`src/rtl/vga_fb_arbiter.sv`:
```
// vga_fb_arbiter
//   Shares the single-port framebuffer RAM between the VGA scanout prefetcher
//   (fixed-length read bursts, priority) and the CPU single-access port. A
//   saturating wait counter lets a starved CPU override VGA priority at the
//   next arbitration (IDLE) cycle. Bursts are never preempted.
// Ports
//   clk, reset           : clock, asynchronous active-high reset
//   vga_req/vga_addr     : burst request and base address (held until vga_ack)
//   vga_ack              : 1-cycle pulse on beat 0 of a granted burst
//   vga_rdata/vga_rvalid : burst read data, one cycle after each beat
//   cpu_req/we/addr/wdata: single access request (held until cpu_ack)
//   cpu_ack              : 1-cycle pulse when the access is issued to RAM
//   cpu_rdata/cpu_rvalid : read data, one cycle after a read is issued
//   mem_*                : RAM macro port (1-cycle read latency)
//   stat_bursts, stat_cpu_stall : present only with FB_ARB_STATS_EN defined
// Configuration macro: FB_ARB_STATS_EN (adds saturating statistics counters).
module vga_fb_arbiter #(
  parameter int ADDR_W       = 16,
  parameter int DATA_W       = 16,
  parameter int BURST_LEN    = 8,
  parameter int CPU_MAX_WAIT = 15
) (
  input  logic              clk,
  input  logic              reset,
  input  logic              vga_req,
  input  logic [ADDR_W-1:0] vga_addr,
  output logic              vga_ack,
  output logic [DATA_W-1:0] vga_rdata,
  output logic              vga_rvalid,
  input  logic              cpu_req,
  input  logic              cpu_we,
  input  logic [ADDR_W-1:0] cpu_addr,
  input  logic [DATA_W-1:0] cpu_wdata,
  output logic              cpu_ack,
  output logic [DATA_W-1:0] cpu_rdata,
  output logic              cpu_rvalid,
  output logic              mem_en,
  output logic              mem_we,
  output logic [ADDR_W-1:0] mem_addr,
  output logic [DATA_W-1:0] mem_wdata,
`ifdef FB_ARB_STATS_EN
  output logic [15:0]       stat_bursts,
  output logic [15:0]       stat_cpu_stall,
`endif
  input  logic [DATA_W-1:0] mem_rdata
);

  localparam int BEAT_W = (BURST_LEN > 2) ? $clog2(BURST_LEN) : 1;
  localparam int WAIT_W = $clog2(CPU_MAX_WAIT + 1);
  localparam logic [BEAT_W-1:0] BEAT_LAST = BEAT_W'(BURST_LEN - 1);
  localparam logic [WAIT_W-1:0] WAIT_MAX  = WAIT_W'(CPU_MAX_WAIT);

  localparam logic [1:0] S_IDLE = 2'd0;
  localparam logic [1:0] S_VGA  = 2'd1;
  localparam logic [1:0] S_CPU  = 2'd2;

  logic [1:0]        state_q, state_d;
  logic [BEAT_W-1:0] beat_q, beat_d;
  logic [WAIT_W-1:0] wait_q, wait_d;
  logic              vga_ack_q, vga_ack_d;
  logic              cpu_ack_q, cpu_ack_d;
  logic              mem_en_q, mem_en_d;
  logic              mem_we_q, mem_we_d;
  logic [ADDR_W-1:0] mem_addr_q, mem_addr_d;
  logic [DATA_W-1:0] mem_wdata_q, mem_wdata_d;
  logic              vga_rv_q, vga_rv_d;
  logic              cpu_rv_q, cpu_rv_d;
  logic              grant_vga, grant_cpu;

  always_comb begin
    state_d     = state_q;
    beat_d      = beat_q;
    vga_ack_d   = 1'b0;
    cpu_ack_d   = 1'b0;
    mem_en_d    = 1'b0;
    mem_we_d    = 1'b0;
    mem_addr_d  = mem_addr_q;
    mem_wdata_d = mem_wdata_q;
    grant_vga   = 1'b0;
    grant_cpu   = 1'b0;
    // A read issued last cycle returns its data this cycle; tag it by owner.
    vga_rv_d    = mem_en_q && !mem_we_q && (state_q == S_VGA);
    cpu_rv_d    = mem_en_q && !mem_we_q && (state_q == S_CPU);

    case (state_q)
      S_IDLE: begin
        if (cpu_req && (wait_q == WAIT_MAX)) grant_cpu = 1'b1;
        else if (vga_req)                    grant_vga = 1'b1;
        else if (cpu_req)                    grant_cpu = 1'b1;
        if (grant_vga) begin
          state_d    = S_VGA;
          beat_d     = '0;
          vga_ack_d  = 1'b1;
          mem_en_d   = 1'b1;
          mem_addr_d = vga_addr;  // latched: requester may change it after ack
        end else if (grant_cpu) begin
          state_d     = S_CPU;
          cpu_ack_d   = 1'b1;
          mem_en_d    = 1'b1;
          mem_we_d    = cpu_we;
          mem_addr_d  = cpu_addr;
          mem_wdata_d = cpu_wdata;
        end
      end
      S_VGA: begin
        if (beat_q == BEAT_LAST) begin
          state_d = S_IDLE;
        end else begin
          beat_d     = beat_q + 1'b1;
          mem_en_d   = 1'b1;
          mem_addr_d = mem_addr_q + 1'b1;  // wraps modulo 2^ADDR_W
        end
      end
      S_CPU:   state_d = S_IDLE;
      default: state_d = S_IDLE;
    endcase

    // Starvation counter; the ack cycle itself (req still high) is not waiting.
    if (!cpu_req || grant_cpu || cpu_ack_q) wait_d = '0;
    else if (wait_q != WAIT_MAX)            wait_d = wait_q + 1'b1;
    else                                    wait_d = wait_q;
  end

  always_ff @(posedge clk or posedge reset) begin
    if (reset) begin
      state_q     <= S_IDLE;
      beat_q      <= '0;
      wait_q      <= '0;
      vga_ack_q   <= 1'b0;
      cpu_ack_q   <= 1'b0;
      mem_en_q    <= 1'b0;
      mem_we_q    <= 1'b0;
      mem_addr_q  <= '0;
      mem_wdata_q <= '0;
      vga_rv_q    <= 1'b0;
      cpu_rv_q    <= 1'b0;
    end else begin
      state_q     <= state_d;
      beat_q      <= beat_d;
      wait_q      <= wait_d;
      vga_ack_q   <= vga_ack_d;
      cpu_ack_q   <= cpu_ack_d;
      mem_en_q    <= mem_en_d;
      mem_we_q    <= mem_we_d;
      mem_addr_q  <= mem_addr_d;
      mem_wdata_q <= mem_wdata_d;
      vga_rv_q    <= vga_rv_d;
      cpu_rv_q    <= cpu_rv_d;
    end
  end

  assign vga_ack    = vga_ack_q;
  assign cpu_ack    = cpu_ack_q;
  assign mem_en     = mem_en_q;
  assign mem_we     = mem_we_q;
  assign mem_addr   = mem_addr_q;
  assign mem_wdata  = mem_wdata_q;
  assign vga_rvalid = vga_rv_q;
  assign cpu_rvalid = cpu_rv_q;
  // RAM output is already a register; gating with the registered valid keeps
  // the data buses at zero outside valid cycles and after reset.
  assign vga_rdata  = vga_rv_q ? mem_rdata : '0;
  assign cpu_rdata  = cpu_rv_q ? mem_rdata : '0;

`ifdef FB_ARB_STATS_EN
  logic [15:0] stat_bursts_q, stat_bursts_d;
  logic [15:0] stat_stall_q, stat_stall_d;

  always_comb begin
    stat_bursts_d = stat_bursts_q;
    stat_stall_d  = stat_stall_q;
    if (grant_vga && stat_bursts_q != 16'hFFFF) stat_bursts_d = stat_bursts_q + 1'b1;
    // Stalled = requesting in any cycle other than the one carrying its ack.
    if (cpu_req && !cpu_ack_q && stat_stall_q != 16'hFFFF)
      stat_stall_d = stat_stall_q + 1'b1;
  end

  always_ff @(posedge clk or posedge reset) begin
    if (reset) begin
      stat_bursts_q <= '0;
      stat_stall_q  <= '0;
    end else begin
      stat_bursts_q <= stat_bursts_d;
      stat_stall_q  <= stat_stall_d;
    end
  end

  assign stat_bursts    = stat_bursts_q;
  assign stat_cpu_stall = stat_stall_q;
`endif

endmodule

```
`config.mk`:
```
export PLATFORM = sky130hd
export DESIGN_NAME = vga_fb_arbiter
export DESIGN_NICKNAME = d
export VERILOG_FILES = /design/src/rtl/vga_fb_arbiter.sv
export SDC_FILE = /design/constraint.sdc
export NUM_CORES = 1
export LEC_CHECK = 0
export ABC_AREA = 1
export CORE_MARGIN = 2
export CORE_UTILIZATION = 39
export DETAILED_ROUTE_END_ITERATION = 8
export GPL_TIMING_DRIVEN = 0
export HOLD_SLACK_MARGIN = 0.15
export PLACE_DENSITY = 0.75
export SLEW_MARGIN = 30
export SYNTH_ARGS = -nofsm -noshare
export SYNTH_HDL_FRONTEND = slang
export SYNTH_SLANG_ARGS = --single-unit
```
`constraint.sdc`:
```
create_clock -name clk -period 1.9 [get_ports clk]
set_input_delay 0.285 -clock clk [delete_from_list [all_inputs] [get_ports clk]]
set_output_delay 0.285 -clock clk [all_outputs]
set_load 0.02 [all_outputs]
```
==> results.sh <==
export IMPL_final_setup_viol_count=0
export IMPL_maxCapViolations=0
export IMPL_dp_hpwl_um=7040
export IMPL_cp_top_family="buffers and inverters"
export IMPL_gp_congestion=0.886
export IMPL_max_stage_delay_ns=0.60
export IMPL_pin_count=139
export IMPL_drt_iter0_drc=214
export IMPL_synth_seq_cells=47
export IMPL_synth_async_reset_ratio_pct=100
export IMPL_rrSetupSlack_ns=0.17
export IMPL_placement_io_buffers=137
export IMPL_syn2layout_area_growth_pct=53.4
export IMPL_final_nets=656
export IMPL_worst_slew_pin_slew_ns=0.581
export IMPL_synth_edf_count=0
export IMPL_clock_root_buffer="clkbuf_8"
export IMPL_path_max_fanout=2
export IMPL_fin_crit_sh_pct=95.9
export IMPL_p_leak_uw=0.00247
export IMPL_routed_wl_um=8970
export IMPL_antenna_found_initial=0
export IMPL_ys_types=30
export IMPL_die_h_um=90.8
export IMPL_clk_pin_slew_worst_paths_ns=0.09
export IMPL_finalMaxSlewViolations=0
export IMPL_start_util_pct=40.5
export IMPL_synth_top_area_cell="dfrtp_1"
export IMPL_syn_avg_cell_area_um2=6.66
export IMPL_crit_buf_inv=3
export IMPL_reg2reg_to="mem_addr[10]"
export IMPL_crit_top_cell="clkdlybuf4s50_1"
export IMPL_overflow=0
export IMPL_start_kind="input pin"
export IMPL_fin_tns_setup_ns=0
export IMPL_grt_pass1_wl_um=14700
export IMPL_vias_per_cell=4.81
export IMPL_crit_slowest_cell="clkdlybuf4s50_1"
export IMPL_clk_latency_ns=0.30
export IMPL_htreeDepth=2
export IMPL_design_area_um2=4500
export IMPL_final_layout_size_suffix_gt1_share_pct=5.48
export IMPL_finalHoldViolCount=0
export IMPL_ys_top_cells_by_area="dfrtp_1, nand2_1, inv_1"
export IMPL_cts_sinks=47
export IMPL_required_ns=1.62
export IMPL_nFillCells=656
export IMPL_finalClockSkew_ns=0.00197
export IMPL_fp_dieW_um=90.8
export IMPL_routedWlPerCell_um=13.1
export IMPL_grt_max_degree=48
export IMPL_period_needed_ns=1.82
export IMPL_netlist_area_um2=2940
export IMPL_clock_path_buffers=2
export IMPL_dieArea_um2=8240
export IMPL_grt_usage_pct=21.8
export IMPL_p_per_area_nw_per_um2=1300
export IMPL_outcome="completed"
export IMPL_cp_cell_sequence="clkdlybuf4s50_1, nand2_1, inv_1, clkdlybuf4s50_1"
export IMPL_placed_area_um2=4430
export IMPL_dp_worst_setup_slack_ns=-0.171
export IMPL_vias=3286
export IMPL_core_area_um2=7250
export IMPL_post_route_util_pct=62.1
export IMPL_cts_tree="built"
export IMPL_synth_top_area_share_pct=40.1
export IMPL_setup_ws_ns=0.0774
export IMPL_syn_inst=441
export IMPL_numCtsBuffers=5
export IMPL_synthFlopType="dfrtp_1"
export IMPL_hp_class="in2async"
export IMPL_syn_num_nets=514
export IMPL_slew_headroom_pct=61.3
export IMPL_drt_pass1_iterations=5
export IMPL_synth_yosys_seq_area_share_pct=40.1
export IMPL_rr_worst_depth=9
export IMPL_drc=0
export IMPL_ir_worst_vdd_mv=0.715
export IMPL_cp_data_arrival_time_ns=1.54
export IMPL_grt_setup_unrepaired="false"
export IMPL_row_count=31
export IMPL_diodes=0
export IMPL_grt_pass1_vias=3075
export IMPL_ys_warn_count=0
export IMPL_critPathKind="in2out"
export IMPL_worstSetupEndpointType="output port"
export IMPL_ant_nets=0
export IMPL_timing_fmax_mhz=549
export IMPL_r2r_start="wait_q[0]"
## placed cells by master (no fill, tap or decap), types with 3 or more instances in the layout
master | netlist | layout
nand2_1 | 189 | 189
clkdlybuf4s50_1 | 0 | 117
inv_1 | 72 | 71
dfrtp_1 | 47 | 45
nand3_1 | 33 | 33
nor2_1 | 24 | 24
dlygate4sd2_1 | 0 | 20
o21ai_0 | 11 | 11
nand3b_1 | 11 | 11
a21oi_1 | 8 | 8
buf_6 | 5 | 5
clkbuf_8 | 0 | 5
nand4_1 | 4 | 4
ha_1 | 4 | 4
nor3_1 | 3 | 3
## sequential cells by signal, summed over array words and instances, names as in the netlist
register and count:
vga_rvalid 1, vga_ack 1, beat_q 3, cpu_ack 1
mem_we 1, cpu_rvalid 1, state_q 2, mem_en 1
mem_wdata 16, wait_q 4, mem_addr 16
## cell type report
| class | count | area (µm²) | area share [%] |
|---|---|---|---|
| sequential | 47 | 1180 | 26.2 |
| buffer | 13 | 103 | 2.28 |
| clock inverter | 3 | 22.5 | 0.500 |
| inverter | 76 | 288 | 6.39 |
| tap | 99 | 124 | 2.75 |
| multi-input combinational | 303 | 1370 | 30.5 |
| timing repair buffer | 137 | 1350 | 29.9 |
| clock buffer | 5 | 68.8 | 1.53 |
## logic make-up (layout without fill, tap and decap cells)
| family | count (synthesis) | count (layout) | synth area share [%] |
|---|---|---|---|
| AO/OA/AOI/OAI | 24 | 24 | 4.77 |
| AND/OR/NAND/NOR | 272 | 272 | 39.3 |
| adder cells (fa/ha/maj) | 4 | 4 | 1.71 |
| XOR/XNOR | 3 | 3 | 0.895 |
| flip-flops | 47 | 47 | 40.1 |
| buffers and inverters | 91 | 234 | 13.2 |
## stage by stage
stage	instances	total power, µW	hold slack, ns
after global placement	677	5210	0.459
after CTS	683	5890	0.418
after global routing	683	6300	0.460
final	683	5860	0.388
after floorplan	441	3740	0.391
after detailed placement	677	5290	0.466
## layer usage
layer / GRT usage (%) / share of wire (%)
met5: 0 / 0
met4: 7.05 / 2.0
met3: 5.34 / 9.0
met2: 37.3 / 46
met1: 26.9 / 42
## worst reg2reg max path: stages (launching register included)
cell	delay (ns)
dfrtp_1	0.38
ha_1	0.21
nand4_2	0.24
nand2_2	0.28
buf_6	0.18
nand2_1	0.06
nand3_1	0.12
nand2_1	0.07
nand2_1	0.05
nand2_1	0.04
## repair_timing
action | CTS | global route
buffers inserted | 0 | 0
endpoints found under the setup margin | 32 | 0
gates resized for setup | 26 | 0
hold buffers | 0 | 0
## synth_stat cells (3+ instances only)
master      n
a21oi_1     8
buf_6       5
clkbuf_1    5
dfrtp_1    47
ha_1        4
inv_1      72
nand2_1   189
nand3_1    33
nand3b_1   11
nand4_1     4
nor2_1     24
nor3_1      3
o21ai_0    11
## worst max-delay path by stage
stage                             from             to  slack, ns  depth (start not counted)
final                     mem_rdata[0]   cpu_rdata[0]       0.08                          4
after global routing         wait_q[1]    mem_addr[7]       0.03                          9
after CTS                 mem_rdata[0]   cpu_rdata[0]       0.08                          4
after detailed placement    cpu_rvalid  cpu_rdata[10]      -0.17                          5
after global placement           reset   mem_addr[11]      -0.46                          2
after floorplan            mem_addr[1]    mem_addr[8]       0.41                          8
## report_power, final
part	internal, µW	total [µW]	switching [µW]
registers	1430	1870	444
logic	1450	3360	1910
clock network	264	631	366
total	3140	5860	2720
Note: power is estimated with default switching activity, not from simulation.
==> RTL edit: new RTL, same settings <==
The parameter `BURST_LEN` goes from 8 to 4.
--- a/src/rtl/vga_fb_arbiter.sv
+++ b/src/rtl/vga_fb_arbiter.sv
@@ -19,3 +19,3 @@
   parameter int DATA_W       = 16,
-  parameter int BURST_LEN    = 8,
+  parameter int BURST_LEN    = 4,
   parameter int CPU_MAX_WAIT = 15
Formal check against the unedited RTL: not equivalent (Yosys sat finds a counterexample within 10 cycles, from zero or initial values and one cycle with reset high).
==> RTL edit against the unedited design <==
Fmax fell by 0.36%; via count fell by 3.2%; clock skew rose by 0.0075 ns; final area fell by 0.64%; global-route usage fell by 0.47 points; core utilization rose by 0.27 points; synthesized area fell by 2.3%; sequential power fell by 2%; routed wire length fell by 1.2%; total power fell by 0.21%; sequential cell count fell by 1; setup slack got worse by 0.0066 ns; combinational power rose by 1%; critical endpoint is now cpu_rdata[4].
==> RTL edit: results (changes against the unedited design) <==
run_status:
  outcome: "complete, no violations"  # unchanged
cts:
  cts.clk_slew.worst_paths_ns: 0.09  # about the same
  cts_buffer_depth: 2  # unchanged
  clkLatencyLatePin_ns: 0.30  # about the same
  cts_root_buf: "clkbuf_8"  # unchanged
  numCtsBuffers: 5  # unchanged
  htreeDepth: 2  # unchanged
timing:
  clock_skew_ns: 0.00942  # was 0.00197 ns
  slew_headroom_pct: 60.8  # was 61.3%
routing:
  drtAntennaViolNets: 0  # unchanged
  drt_iter0_drc: 169  # was 214
  vias: 3182  # was 3286
  wirelength_mm: 8.86  # was 8.97 mm
  first_pass_iters: 4  # was 5
critical_path:
  crit_arrival_ns: 1.54  # about the same
  critPathMaxFanout: 7  # was 2
grt:
  grt_max_degree: 47  # was 48
  antenna_found_initial: 0  # unchanged
  grt_pass1_vias: 2936  # was 3075
  grt_usage_pct: 21.3  # was 21.8%
  grt_pass1_wl_mm: 14.0  # was 14.7 mm
final_layout:
  final_cell_count_no_fill: 669  # was 683
  diodes: 0  # unchanged
  fin_nets: 641  # was 656
  drive_gt1_share_pct: 7.89  # was 5.48%
  fillers: 676  # was 656
yosys:
  synth_cell_types: 30  # unchanged
  synth_fp_nets: 498  # was 514
  synthArstFlopShare_pct: 100  # unchanged
  ys_warn_count: 0  # unchanged
  synth.avg_cell_area_sq_um: 6.73  # was 6.66 sq um
  synthFlopType: "dfrtp_1"  # unchanged
  synth_top_cells_by_area: "dfrtp_1, nand2_1, inv_1"  # unchanged
  ys_seq_area_share_pct: 40.2  # was 40.1%
  synth_commonest_cells: "nand2_1, inv_1, dfrtp_1"  # unchanged
placed_design:
  portBuffers: 137  # unchanged
  gp_congestion: 0.858  # was 0.886
  dp_hpwl_mm: 6.80  # was 7.04 mm
  dpl.cell_count: 662  # was 677
pwr:
  p_leak_nw: 2.57  # was 2.47 nW
  vdd_drop_max_v: 0.000537  # was 0.000715 V
hold_path:
  worst_hold_path_type: "in2async"  # unchanged
-- RTL edit: area by class of cell --
class | count | share of cell area [%]
tap | 99 | 2.77
multi-input combinational | 289 | 29.7
inverter | 73 | 6.18
sequential | 46 | 25.8
clock buffer | 6 | 1.62
buffer | 16 | 2.52
clock inverter | 2 | 0.308
timing repair buffer | 138 | 31.1
-- RTL edit: what timing repair did --
action | 4_1_cts | 5_1_grt
buffers inserted | 1 | 0
endpoints found under the setup margin | 32 | 10
gates cloned | 0 | 0
gates resized for setup | 16 | 10
-- RTL edit: worst paths after layout --
path,slack (ns),cells after the start,endpoint,from
hold reg to reg,0.49,2,mem_wdata[14]$_DFFE_PP0P_,mem_wdata[14]$_DFFE_PP0P_
min in group clk,0.49,2,mem_wdata[14]$_DFFE_PP0P_,mem_wdata[14]$_DFFE_PP0P_
max in group asynchronous,1.06,2,vga_rvalid$_DFF_PP0_,reset
setup reg to reg,0.22,9,mem_addr[12]$_DFFE_PP0P_,wait_q[0]$_DFFE_PP0P_
setup / recovery,0.07,4,cpu_rdata[4],cpu_rvalid$_DFF_PP0_
hold / removal,0.39,2,mem_addr[6]$_DFFE_PP0P_,reset
-- RTL edit: per-stage QoR --
step | area, sq um | setup WS [ns] | power, mW | util (%)
finish | 4470 | 0.0709 | 5.85 | 62.3
global route | 4470 | 0.000646 | 6.26 | 62.3
CTS | 4450 | 0.0110 | 5.87 | 62.0
detailed placement | 4360 | -0.147 | 5.28 | 60.8
global placement | 4360 | -0.464 | 5.21 | 60.8
floorplan | 2870 | 0.449 | 3.73 | -
-- RTL edit: cells by family (layout without fill, tap and decap cells) --
kind of cell | Yosys count | count (layout) | share of synthesized area (%)
and+or+nand+nor | 252 | 252 | 37.6
buffers and inverters | 91 | 235 | 13.5
DFF | 46 | 46 | 40.2
AOI/OAI and AO/OA | 30 | 30 | 6.24
xor gates and xnor gates | 4 | 4 | 1.22
adders and majority gates | 3 | 3 | 1.31
-- RTL edit: where the power goes --
group | switching (mW) | internal (mW)
clock | 0.355 | 0.261
sequential | 0.429 | 1.40
combinational | 1.91 | 1.50
total | 2.69 | 3.15
-- RTL edit: routing by layer --
layer	global-route usage (%)	vias to the layer above	share of wire, %	routed length [microns]
met4	6.03	0	1.5	132
li1	-	1571	-	-
met3	2.60	11	5.6	500
met2	38.1	145	49	4330
met1	27.3	1455	44	3900
met5	0	-	0	0
-- RTL edit: critical path, cell delays in order, from the launching register on --
cell	delay, ns
dfrtp_2	0.38
buf_4	0.16
nand2_1	0.06
inv_1	0.05
clkdlybuf4s50_1	0.59
